`src/rtl/answer_grader.sv`:
```
// answer_grader: grades five user-entered characters against characters latched at start.
// Build macro GRADER_RETRY_EN gives each character one retry after a wrong answer.
module answer_grader (
    input  logic       clk,
    input  logic       rst,
    input  logic       allowgt,
    input  logic [3:0] exp1,
    input  logic [3:0] exp2,
    input  logic [3:0] exp3,
    input  logic [3:0] exp4,
    input  logic [3:0] exp5,
    input  logic [3:0] ansin,
    input  logic       submit,
    input  logic       timeout,
    output logic       reqtimer,
    output logic [2:0] ansidx,
    output logic       correct,
    output logic       wrong,
    output logic [2:0] score,
    output logic       busy,
    output logic       done
);

    typedef enum logic [2:0] {
        S_IDLE,
        S_ARM,
        S_WAIT,
        S_CHECK,
        S_NEXT,
        S_DONE
    } state_e;

    state_e          state_q;
    logic [4:0][3:0] exp_q;
    logic [3:0]      ans_q;
    logic            submit_q;
    logic            edge_q;
    logic            reqtimer_q;
    logic            correct_q;
    logic            wrong_q;
    logic            busy_q;
    logic            done_q;
    logic [2:0]      ansidx_q;
    logic [2:0]      score_q;
`ifdef GRADER_RETRY_EN
    logic            retry_q;
`endif

    logic sub_rise;
    logic match;

    assign sub_rise = submit & ~submit_q;
    assign match    = (ans_q == exp_q[ansidx_q]);

    // A raw submit rise in the same cycle as timeout masks the timeout; the
    // registered edge then moves WAIT to CHECK on the following cycle.
    always_ff @(posedge clk or posedge rst) begin
        if (rst) begin
            state_q    <= S_IDLE;
            exp_q      <= '0;
            ans_q      <= '0;
            submit_q   <= 1'b0;
            edge_q     <= 1'b0;
            reqtimer_q <= 1'b0;
            correct_q  <= 1'b0;
            wrong_q    <= 1'b0;
            busy_q     <= 1'b0;
            done_q     <= 1'b0;
            ansidx_q   <= '0;
            score_q    <= '0;
`ifdef GRADER_RETRY_EN
            retry_q    <= 1'b0;
`endif
        end else begin
            submit_q  <= submit;
            edge_q    <= sub_rise;
            correct_q <= 1'b0;
            wrong_q   <= 1'b0;
            case (state_q)
                S_IDLE, S_DONE: begin
                    if (allowgt) begin
                        exp_q    <= {exp5, exp4, exp3, exp2, exp1};
                        ansidx_q <= '0;
                        score_q  <= '0;
                        done_q   <= 1'b0;
                        busy_q   <= 1'b1;
`ifdef GRADER_RETRY_EN
                        retry_q  <= 1'b0;
`endif
                        state_q  <= S_ARM;
                    end
                end
                S_ARM: begin
                    reqtimer_q <= 1'b1;
                    state_q    <= S_WAIT;
                end
                S_WAIT: begin
                    if (edge_q) begin
                        ans_q      <= ansin;
                        reqtimer_q <= 1'b0;
                        state_q    <= S_CHECK;
                    end else if (timeout && !sub_rise) begin
                        reqtimer_q <= 1'b0;
                        wrong_q    <= 1'b1;
                        state_q    <= S_NEXT;
                    end
                end
                S_CHECK: begin
                    if (match) begin
                        correct_q <= 1'b1;
                        if (score_q != 3'd5) begin
                            score_q <= score_q + 3'd1;
                        end
                        state_q   <= S_NEXT;
                    end else begin
                        wrong_q <= 1'b1;
`ifdef GRADER_RETRY_EN
                        if (!retry_q) begin
                            retry_q <= 1'b1;
                            state_q <= S_ARM;
                        end else begin
                            state_q <= S_NEXT;
                        end
`else
                        state_q <= S_NEXT;
`endif
                    end
                end
                S_NEXT: begin
                    if (ansidx_q == 3'd4) begin
                        done_q  <= 1'b1;
                        busy_q  <= 1'b0;
                        state_q <= S_DONE;
                    end else begin
                        ansidx_q <= ansidx_q + 3'd1;
`ifdef GRADER_RETRY_EN
                        retry_q  <= 1'b0;
`endif
                        state_q  <= S_ARM;
                    end
                end
                default: state_q <= S_IDLE;
            endcase
        end
    end

    assign reqtimer = reqtimer_q;
    assign ansidx   = ansidx_q;
    assign correct  = correct_q;
    assign wrong    = wrong_q;
    assign score    = score_q;
    assign busy     = busy_q;
    assign done     = done_q;

endmodule
```
`config.mk`:
```
export PLATFORM = sky130hd
export DESIGN_NAME = answer_grader
export DESIGN_NICKNAME = d
export VERILOG_FILES = /design/src/rtl/answer_grader.sv
export SDC_FILE = /design/constraint.sdc
export NUM_CORES = 1
export LEC_CHECK = 0
export BUFFER_PORTS_ARGS = -buffer_cell sky130_fd_sc_hd__buf_2
export CAP_MARGIN = 20
export CORE_ASPECT_RATIO = 1.5
export CORE_MARGIN = 2
export CORE_UTILIZATION = 30
export DETAILED_ROUTE_END_ITERATION = 6
export GPL_ROUTABILITY_DRIVEN = 1
export HOLD_SLACK_MARGIN = 0.06
export PLACE_DENSITY = 0.46
export SYNTH_ARGS = -nofsm -noshare
export SYNTH_HDL_FRONTEND = slang
export SYNTH_SLANG_ARGS = --single-unit
export TNS_END_PERCENT = 30
```
`constraint.sdc`:
```
create_clock -name clk -period 3.9 [get_ports clk]
set_input_delay 0.195 -clock clk [delete_from_list [all_inputs] [get_ports clk]]
set_output_delay 0.195 -clock clk [all_outputs]
set_load 0.02 [all_outputs]
```
Yosys cells after proc, flatten, opt, wreduce, memory -nomap -nowiden
Cells that the tools add are included.
- register bits: 40
- bits in latches: 0
- RAM bits: 0
- memory bits (read-only): 0
- input port bits: 29
- output and inout port bits: 11
- logic and storage cells: 77
- memories: 0
- add/sub/neg operators: 2
- multipliers: 0
- div/mod/pow operators: 0
- $lt $le $gt $ge: 1
- equality and inequality tests: 14
- shift-type cells: 0
- muxes and demuxes: 28
- bitwise operators: 2
- reduce and logical (&&, ||, !) cells: 14
- operators with widths (operator ; count):
    $mux W3 ; 8
    $pmux W3 S5 ; 1
    $bmux W4 S3 ; 1
    $pmux W3 S2 ; 2
    $mux W1 ; 11
    $ne A2 B2 Y1 const B ; 5
    $eq A3 B3 Y1 const B ; 3
    $pmux W1 S2 ; 4
    $reduce_and A2 Y1 ; 4
    $add A3 B1 Y3 const B ; 2
    $eq A3 B2 Y1 const B ; 2
    $ne A3 B3 Y1 const B ; 2
    $reduce_and A3 Y1 ; 2
    $reduce_bool A2 Y1 ; 3
    $eq A4 B4 Y1 ; 1
    $lt A3 B4 Y1 const B ; 1
    $mux W4 ; 1
    $reduce_and A4 Y1 ; 1
    $eq A3 B1 Y1 const B ; 1
    $logic_not A3 Y1 ; 1
    $reduce_or A2 Y1 ; 1
    $and A1 B1 Y1 ; 1
    $logic_and A1 B1 Y1 ; 1
    $logic_not A1 Y1 ; 1
    $not A1 Y1 ; 1

Logic depth before layout (Yosys ltp)
Gate-level depths: netlist of the first run.
- depth in word-level cells: 7
- depth in mapped cells: 8
- depth with buffers taken out: 7

Least setup slack after synthesis of the first run
Ideal clock, no wire load.
- path type: reg-to-reg
- from: register ansidx_q[1] (netlist: ansidx[1])
- to: register score_q[2] (netlist: score[2])
- library setup time: 124 ps
- arrival time: 2001 ps
- data required time: 3776 ps
- setup slack: 1775 ps
- stages on the path, launching flop included: 7
- path buffers: 1
- period minus slack after synthesis: 2125 ps
- cell sequence: dfrtp_1 > buf_6 > mux2_4 > a311oi_1 > a211oi_4 > and2_4 > a211o_1
- longest elaborated chain between the ends: 5
- ends and longest elaborated chain (element ; RTL line ; source):
    start, declared ; 43 ; logic [2:0] ansidx_q;
    start signal, assigned ; 135 ; ansidx_q <= ansidx_q + 3'd1;
    $bmux W4 S3 ; 53 ; assign match = (ans_q == exp_q[ansidx_q]);
    $mux W4 (implied by the code) ; 53 ;
    $eq A4 B4 Y1 ; 53 ;
    $ne A2 B2 Y1 (no line) ; - ;
    $reduce_and A4 Y1 (no line) ; - ;
    end signal, assigned ; 112 ; score_q <= score_q + 3'd1;
    end, declared ; 44 ; logic [2:0] score_q;
Every way passes these cells. The select of a mux whose other input is x is not followed.
A chain may end at the register's enable or synchronous reset.

Final worst setup path of the first run
Same ends and word-level chain as after synthesis.

==> impl_metrics.tcl, run 1 <==
set metrics [dict create \
    status "finished clean" \
    hold_viol_final 0 \
    cts_buffer_depth 2 \
    dp_slack_ns 1.487 \
    finalWorstSetupSlack_ns 1.493 \
    cp-start-kind "flop" \
    layout_commonest_cell "dfrtp_1" \
    timing.rr.start "ansidx[1]" \
    maxSlewViolCount 0 \
    crit_path_top_delay_cell "dfrtp_1" \
    die_area_sq_um 7667 \
    regToRegSetupSlack_ns 1.49 \
    clkTransAtPathRegs_ns 0.08 \
    final_nets 262 \
    cp_data_required_time_ns 4.08 \
    die_height_um 106.2 \
    antenna_found_initial 0 \
    syn_to_final_growth_pct 16.76 \
    end_kind "flop" \
    crit_family "compound AO/OA/AOI/OAI gates" \
    hp-class "in -> reg" \
    rr_worst_depth 6 \
    hold_buffers 2 \
    place.gp.congestion 0.7131 \
    synth_area_sq_um 2091 \
    tns_ns 0 \
    io_pins 40 \
    grt_max_degree 41 \
    die_w_um 72.16 \
    worstPathArrival_ns 2.59 \
    grt_pass1_wl_um 7610 \
    initial_core_util 0.3072 \
    numCtsBuffers 5 \
    num_rows 37 \
    antenna_cells 0 \
    cp-endpoint "score[2]" \
    htreeDepth 2 \
    ant_nets 0 \
    syn_avg_cell_area_sq_um 11.12 \
    port_buffers 39 \
    vdd_drop_max_mv 0.2545 \
    setup_viol 0 \
    clk_latency_ns 0.29 \
    cp.depth 6 \
    crit_fanout 17 \
    seqCellArea_sq_um 1001 \
    crit_top_cell "a31oi_1" \
    rr_endpoint "score[2]" \
    worstSetupPathType "reg -> reg" \
    synthFlopType "dfrtp_1" \
    rsz0062_at_grt "false" \
    synth_nets 221 \
    multi_input_area_sq_um 997.2 \
    vias_per_cell 4.945 \
    overflow 0 \
    period_share 0.6172 \
    path_buf_inv 0 \
    power_density_nw_per_um2 732.1 \
    maxCapViolCount 0 \
    grt_pass1_vias 1569 \
    fmax_mhz 415.5 \
    synth_edf_count 0 \
    cts.sinks 40 \
    wl_per_cell_um 14.87 \
    drt-initial-drc-count 54 \
    min_delay_path_depth 3 \
    seq_area_frac_synth 0.4788 \
    ctsResizeCount 0 \
    crit_start "ansidx[1]" \
    p_leak_uw 0.001093 \
    cts_root_buf "clkbuf_8" \
    ys_async_sr_fraction 1.000 \
    fillers 700 \
    fp.coreArea_sq_um 6805 \
    cts_tree "built" \
    num_vias 1518 \
    min_period_ns 2.407 \
    postSynthRegisterBits 40 \
    mostFrequentLayoutCells "dfrtp_1 (40), buf_2 (39), mux2_2 (23)" \
    max_slew.worst_pin.slew_ns 0.6963 \
    place_hpwl_um 3332 \
    yosysWarnings 0 \
    ys_types 50 \
    remaining_drc_errors 0 \
    cp_slowest_stage_delay_ns 0.64 \
    dr.pass1.iters 4 \
    finalWirelength_um 4564 \
    whs_ns 0.1142 \
    slew_headroom 0.5358 \
    synthCells 188 \
    crit_chain "or4_1, a31oi_1, a311oi_1, a211oi_4, a31oi_1, a211o_1" \
    postCtsSetupBuffers 0 \
    grt_usage 0.1288 \
    skew_ns 0.006134 \
    total_power_uw 1787 \
    layout-drive-gt1-share 0.3493 \
]
## cells in the mapped netlist (all sizes together), types with 2 or more instances
cell type | instances | area share
a211o | 2 | 0.0084
a211oi | 2 | 0.013
a21oi | 9 | 0.022
a311oi | 2 | 0.0084
a31oi | 3 | 0.0090
and2 | 2 | 0.0078
and3 | 2 | 0.0060
buf | 5 | 0.019
clkbuf | 4 | 0.0072
dfrtp | 40 | 0.48
ha | 4 | 0.024
inv | 10 | 0.018
mux2 | 24 | 0.13
mux2i | 9 | 0.043
nand2 | 15 | 0.027
nand2b | 5 | 0.015
nand3 | 2 | 0.0048
nor2 | 10 | 0.018
nor2b | 3 | 0.0090
nor3 | 4 | 0.0096
nor3b | 3 | 0.013
o21ai | 8 | 0.019
xnor2 | 2 | 0.012
## power by group
group / total (uW) / internal [uW] / switching, uW
registers: 766 / 581 / 186
logic: 764 / 399 / 364
clock network: 257 / 122 / 136
## metal layers
| metal | up-vias | track usage | part of all wire |
|---|---|---|---|
| met1 | 727 | 0.1505 | 0.42 |
| met2 | 28 | 0.2267 | 0.53 |
| met5 | - | 0 | 0 |
| met4 | 0 | 0.04987 | 0.020 |
| li1 | 754 | - | - |
| met3 | 9 | 0.02464 | 0.034 |
## state kept, by name, summed over array words and instances, names as in the netlist
signal	flops
ansidx	3
correct	1
exp_q	20
done	1
busy	1
score	3
wrong	1
reqtimer	1
state_q	3
ans_q	4
submit_q	1
edge_q	1
## kinds of logic after synthesis
| kind of cell | after synthesis | synth area share |
|---|---|---|
| multiplexers | 33 | 0.1741 |
| flip-flops | 40 | 0.4788 |
| adder cells (fa/ha/maj) | 4 | 0.02394 |
| AO/OA/AOI/OAI | 36 | 0.1263 |
| buffers and inverters | 19 | 0.04429 |
| AND/OR/NAND/NOR | 53 | 0.1365 |
| XOR/XNOR | 3 | 0.01616 |
## per-stage QoR
step	instance area, sq um	utilization	std cells
4_1_cts	2441	0.3587	307
5_1_grt	2441	0.3587	307
2_1_floorplan	2091	-	188
6_report	2441	0.3587	307
3_5_place_dp	2344	0.3444	298
3_3_place_gp	2344	0.3444	298
## how the worst min path moves through the flow
stage | endpoint | slack [ns] | start
6_report | ans_q[0] | 0.11 | ansin[0]
5_1_grt | ans_q[0] | 0.11 | ansin[0]
4_1_cts | ans_q[0] | 0.10 | ansin[0]
3_5_place_dp | submit_q | 0.32 | submit
3_3_place_gp | submit_q | 0.32 | submit
2_1_floorplan | submit_q | 0.23 | submit
## worst register-to-register path, delay by kind of cell, from the launching register on
family / cells / cell delay (ns)
compound gates: 5 / 1.04
simple gates: 1 / 0.62
flops: 1 / 0.64
## cell type report
cell class              instances  share of cell area
clock buffers                   6             0.02973
clock inverters                 1            0.002050
inverters                      10             0.01538
multi-input cells             129              0.4085
flip-flops and latches         40              0.4100
well taps                      78             0.03998
repair buffers                 43             0.09431
Note: power is estimated with default switching activity, not from simulation.
==> run 2: changes to the inputs <==
ABC_AREA = 1   (was unset)
PLACE_DENSITY = 0.47   (was 0.46)
clock period = 2.2 ns   (was 3.9 ns; I/O delays follow)
==> run 2 against run 1 <==
  * Via count grew 18%
  * Clock skew decreased by 0.0015 ns
  * Sequential power up 53%
  * Global-route usage is 1.1 points higher
  * Register-to-register slack lost 1.1 ns
  * Count of clock-buffer cells in the layout is 1 lower
  * First-iteration DRC count up 19%
  * Utilization grew 5.4 points
  * Power is 72% higher
  * Sequential share of layout area down 3.8 points
  * Wire length rose by 3.0%
  * Critical endpoint is now ansidx[2]
  * Largest cell class unchanged
==> impl_metrics.tcl, run 2 <==
set metrics [dict create \
    status "finished clean" \
    setup_viol 0 \
    top_register "exp_q" \
    hold_viol_final 0 \
    wl_per_cell_um 11.52 \
    clkTransAtPathRegs_ns 0.08 \
    skew_ns 0.004667 \
    grt_pass1_wl_um 8293 \
    ctsResizeCount 0 \
    worstPathArrival_ns 2.02 \
    end_kind "flop" \
    hp-class "in -> reg" \
    synth_nets 295 \
    place.gp.congestion 0.8357 \
    power_density_nw_per_um2 1141 \
    min_period_ns 1.845 \
    seq_area_frac_synth 0.4899 \
    overflow 0 \
    remaining_drc_errors 0 \
    initial_core_util 0.3128 \
    ant_nets 0 \
    max_slew.worst_pin.slew_ns 0.5176 \
    synth_commonest_cells "nand2_1 (82), dfrtp_1 (40), inv_1 (35)" \
    tns_ns 0 \
    drt-initial-drc-count 64 \
    post-synth-top-count-cell "nand2_1" \
    multi_input_area_sq_um 835.8 \
    syn_avg_cell_area_sq_um 7.799 \
    layout-drive-gt1-share 0.2108 \
    place_hpwl_um 3465 \
    cts_buffer_depth 2 \
    cp_data_required_time_ns 2.38 \
    synth_top_area_frac 0.4899 \
    period_share 0.8386 \
    antenna_cells 0 \
    postCtsSetupBuffers 0 \
    finalWirelength_um 4700 \
    fin_cells 408 \
    cts.sinks 40 \
    cp-start-kind "flop" \
    rsz0062_at_grt "false" \
    num_vias 1798 \
    die_w_um 71.38 \
    vias_per_cell 4.407 \
    fillers 693 \
    crit_fanout 12 \
    reg.largest.list "exp_q x20, ans_q x4" \
    synth_edf_count 0 \
    p_leak_uw 0.001405 \
    htreeDepth 2 \
    fp.coreArea_sq_um 6531 \
    clk_latency_ns 0.29 \
    slew_headroom 0.6549 \
    dp.cells 374 \
    synthFlopType "dfrtp_1" \
    cts_root_buf "clkbuf_8" \
    die_height_um 105.1 \
    maxCapViolCount 0 \
    port_buffers 39 \
    antenna_found_initial 0 \
    vdd_drop_max_mv 0.4669 \
    grt_max_degree 41 \
    ys_async_sr_fraction 1.000 \
    synthCells 262 \
    grt_usage 0.1393 \
    layout_commonest_cell "nand2_1" \
    numCtsBuffers 5 \
    cts_tree "built" \
    dr.pass1.iters 4 \
    die_area_sq_um 7500 \
    seqCellArea_sq_um 1001 \
    synth_area_sq_um 2043 \
    maxSlewViolCount 0 \
    largest_reg_flops 20 \
    mostFrequentLayoutCells "nand2_1 (82), dfrtp_1 (40), buf_2 (39)" \
    yosysWarnings 0 \
    postSynthRegisterBits 40 \
    ys_types 26 \
    grt_pass1_vias 1837 \
    synth_top_cell_by_area "dfrtp_1" \
    num_rows 36 \
    syn_to_final_growth_pct 31.84 \
    final_nets 364 \
    io_pins 40 \
    worstSetupPathType "reg -> reg" \
    synth.area.top_cells "dfrtp_1 (49%), nand2_1 (15%), inv_1 (6.4%)" \
    fmax_mhz 542.1 \
]
-- run 2: changes by cell type after synthesis, sizes merged, moves of 9 or more --
cell / change
nand2: +75
inv: +29
nand3: +26
mux2: -24
o21ai: +21
mux2i: -9
-- run 2: worst max-delay path, cell delays in order (launching register included) --
cell and delay [ns]:
dfrtp_1 0.64, inv_4 0.15, ha_1 0.23, a21oi_1 0.27, nor2_1 0.09, inv_1 0.09, nand2_1 0.07, o21ai_0 0.14
a21oi_1 0.05
-- run 2: where the power goes --
part | switching, uW | internal [uW] | total [uW] | leakage [uW]
Sequential | 147 | 1020 | 1170 | 0.000502
Combinational | 815 | 492 | 1310 | 0.000849
Clock | 265 | 336 | 601 | 0.0000541
-- run 2: path summary, 6_finish.rpt --
path,startpoint,endpoint,slack (ns),depth (start not counted)
min in group asynchronous,rst,busy,0.48,4
max in group asynchronous,rst,exp_q[10],1.35,4
worst min register to register,submit_q,edge_q,0.42,1
worst max-delay path,ansidx[0],ansidx[2],0.36,8
worst min-delay path,allowgt,state_q[2],0.15,4
worst max register to register,ansidx[0],ansidx[2],0.36,8
-- run 2: area by class of cell --
cell class	instances	share of cell area
timing repair buffer	69	0.1849
tap	76	0.03530
clock buffer	5	0.02555
sequential	40	0.3716
multi-input combinational	175	0.3103
inverter	40	0.05667
clock inverter	3	0.01579
-- run 2: repair_timing --
action	in CTS	in global routing
hold buffers	26	0
endpoints found under the setup margin	0	0
endpoints found under the hold margin	66	0
-- run 2: per-stage QoR --
stage               cell area (sq um)  hold slack, ns  setup slack, ns  utilization  total power (uW)
floorplan                        2043          0.1414           0.4809            -              2164
global placement                 2322          0.2317           0.4307       0.3556              2473
detailed placement               2322          0.2346           0.3816       0.3556              2480
CTS                              2694          0.1293           0.3721       0.4125              3140
global route                     2694          0.1651           0.1716       0.4125              3388
finish                           2694          0.1481           0.3552       0.4125              3073
-- run 2: kinds of logic after synthesis --
| logic type | count (synthesis) | share of synthesized area |
|---|---|---|
| adders and majority gates | 4 | 0.02450 |
| buffers and inverters | 47 | 0.1010 |
| AOI/OAI and AO/OA | 36 | 0.09431 |
| and+or+nand+nor | 134 | 0.2860 |
| xor gates and xnor gates | 1 | 0.004287 |
| DFF | 40 | 0.4899 |
-- run 2: layer usage --
layer	wire length [um]	track usage	part of all wire	up-vias
li1	-	-	-	955
met1	2082	0.1692	0.44	807
met2	2415	0.2407	0.51	30
met3	146	0.02604	0.031	6
met4	56	0.04987	0.012	0
met5	0	0	0	-
==> run 3: changes to the inputs <==
PLACE_DENSITY = 0.46   (was 0.47)
clock period = 1.8 ns   (was 2.2 ns; I/O delays follow)
==> run 3 against run 2 <==
  * Power is 18% higher
  * Worst setup slack worse by 0.20 ns
  * Largest cell class unchanged
  * Combinational power up 27%
  * Register-to-register slack lost 0.20 ns
  * Global-route usage down 0.57 points
==> impl_metrics.tcl, run 3 (synthesis gave the netlist of run 2 again) <==
set metrics [dict create \
    crit_path_top_delay_cell "dfrtp_1" \
    switching_share 0.4084 \
    antenna_cells 0 \
    seqPwrFrac 0.387 \
    status "finished clean" \
    remaining_drc_errors 0 \
    crit_start "ansidx[1]" \
    final_util 0.4146 \
    dr.pass1.iters 4 \
    syn_to_final_growth_pct 32.52 \
    io_pins 40 \
    seqCellArea_sq_um 1002 \
    drt-initial-drc-count 70 \
    crit_chain "inv_2, ha_1, a21oi_1, nor2_1, inv_1, nand2_1, o21ai_0, a21oi_1" \
    layout_commonest_cell "nand2_1" \
    die_area_sq_um 7500 \
    overflow 0 \
    crit_top_cell "a21oi_1" \
    wl_per_cell_um 11.40 \
    worstSetupPathType "reg -> reg" \
    grt_pass1_wl_um 8066 \
    power_density_nw_per_um2 1343 \
    dp_slack_ns 0.1139 \
    end_kind "flop" \
    postCtsSetupBuffers 0 \
    slew_headroom 0.6516 \
    grt_max_degree 41 \
    largest_reg_flops 20 \
    cp_slowest_stage_delay_ns 0.48 \
    finalWorstSetupSlack_ns 0.1575 \
    final_nets 369 \
    p_comb_frac 0.456 \
    mostFrequentLayoutCells "nand2_1 (82), dfrtp_1 (39), buf_2 (39)" \
    cts_root_buf "clkbuf_8" \
    fmax_mhz 608.8 \
    p_sw_uw 1485 \
    fp.coreArea_sq_um 6531 \
    top_register "exp_q" \
    grt_usage 0.1336 \
    num_rows 36 \
    antenna_found_initial 0 \
    hp-class "in -> reg" \
    die_height_um 105.1 \
    internal-power_uw 2152 \
    vdd_drop_max_mv 0.5230 \
    layout-drive-gt1-share 0.2262 \
    hold_viol_final 0 \
    place_hpwl_um 3422 \
    cp-start-kind "flop" \
    hold_start "allowgt" \
    setup_viol 0 \
    skew_ns 0.01003 \
    reg.largest.list "exp_q x20, ans_q x4" \
    port_buffers 39 \
    place.gp.congestion 0.7377 \
    min_period_ns 1.642 \
    die_w_um 71.38 \
    cts.sinks 40 \
    period_share 0.9125 \
    p_leak_uw 0.001415 \
    finalWirelength_um 4698 \
    cp_data_required_time_ns 1.97 \
    fillers 687 \
    htreeDepth 2 \
    timing.rr.start "ansidx[1]" \
    crit_fanout 6 \
    numCtsBuffers 5 \
    vias_per_cell 4.376 \
    cts_tree "built" \
    ant_nets 0 \
    clkPwrFrac 0.157 \
    clk_latency_ns 0.29 \
    initial_core_util 0.3128 \
    grt_pass1_vias 1820 \
    multi_input_area_sq_um 840.8 \
    num_vias 1803 \
    maxCapViolCount 0 \
    clkTransAtPathRegs_ns 0.08 \
    cts_buffer_depth 2 \
    total_power_uw 3637 \
    maxSlewViolCount 0 \
    max_slew.worst_pin.slew_ns 0.5226 \
    worstPathArrival_ns 1.82 \
]
==> run 3: cell types whose count changed in the layout (fill, tap and decap cells not counted) <==
| cell | delta |
|---|---|
| buf_4 | +5 |
| bufinv_16 | -1 |
| dfrtp_1 | -1 |
| dfrtp_2 | +1 |
| nor3_1 | -1 |
| nor3_2 | +1 |
==> run 3: critical path: cells and delay by family (launching register included) <==
family                   cells  cell delay, ns
AO/OA/AOI/OAI                3            0.50
adder cells (fa/ha/maj)      1            0.20
buffers and inverters        2            0.20
flip-flops                   1            0.48
AND/OR/NAND/NOR              2            0.16
==> run 3: area by class of cell <==
| class | instances | area share |
|---|---|---|
| Sequential cell | 40 | 0.3701 |
| Multi-Input combinational cell | 175 | 0.3105 |
| Timing Repair Buffer | 74 | 0.1978 |
| Inverter | 40 | 0.05638 |
| Tap cell | 76 | 0.03512 |
| Clock buffer | 5 | 0.02542 |
| Clock inverter | 2 | 0.004621 |
==> run 3: layer usage <==
layer  track usage  vias up  routed length, um  share of wire
met5             0        -                  0              0
met4       0.04043        0                 65          0.014
met3       0.02411        5                135          0.029
met2        0.2421       30               2414           0.51
met1        0.1557      802               2083           0.44
li1              -      966                  -              -
==> run 3: repair_timing <==
item                                   in CTS  in global routing
resized for setup                           0                  2
endpoints found under the hold margin      66                  0
hold buffers                               26                  0
setup endpoints to repair                   0                  4
==> run 3: power by group through the flow <==
stage | registers [uW] | clock network [uW] | logic, uW
6_report | 1410 | 572 | 1660
5_1_grt | 1450 | 628 | 1930
4_1_cts | 1410 | 599 | 1690
3_5_place_dp | 1430 | 0 | 1640
3_3_place_gp | 1430 | 0 | 1630
2_1_floorplan | 1450 | 0 | 1190
==> run 3: per-stage QoR <==
stage               cells  TNS (ns)  area (sq um)  hold WS [ns]
floorplan             262         0          2043        0.1214
global placement      379         0          2360        0.2122
detailed placement    379         0          2360        0.2123
CTS                   412         0          2701        0.1172
global route          412  -0.01117          2708        0.1616
finish                412         0          2708        0.1396
==> run 3: final timing paths <==
check | endpoint | slack (ns) | cells after the start
worst max register to register | ansidx[2] | 0.16 | 8
worst min-delay path | state_q[2] | 0.14 | 4
worst max-delay path | ansidx[2] | 0.16 | 8
min in group asynchronous | state_q[0] | 0.46 | 4
max in group asynchronous | ansidx[0] | 0.95 | 4
worst min register to register | edge_q | 0.44 | 1
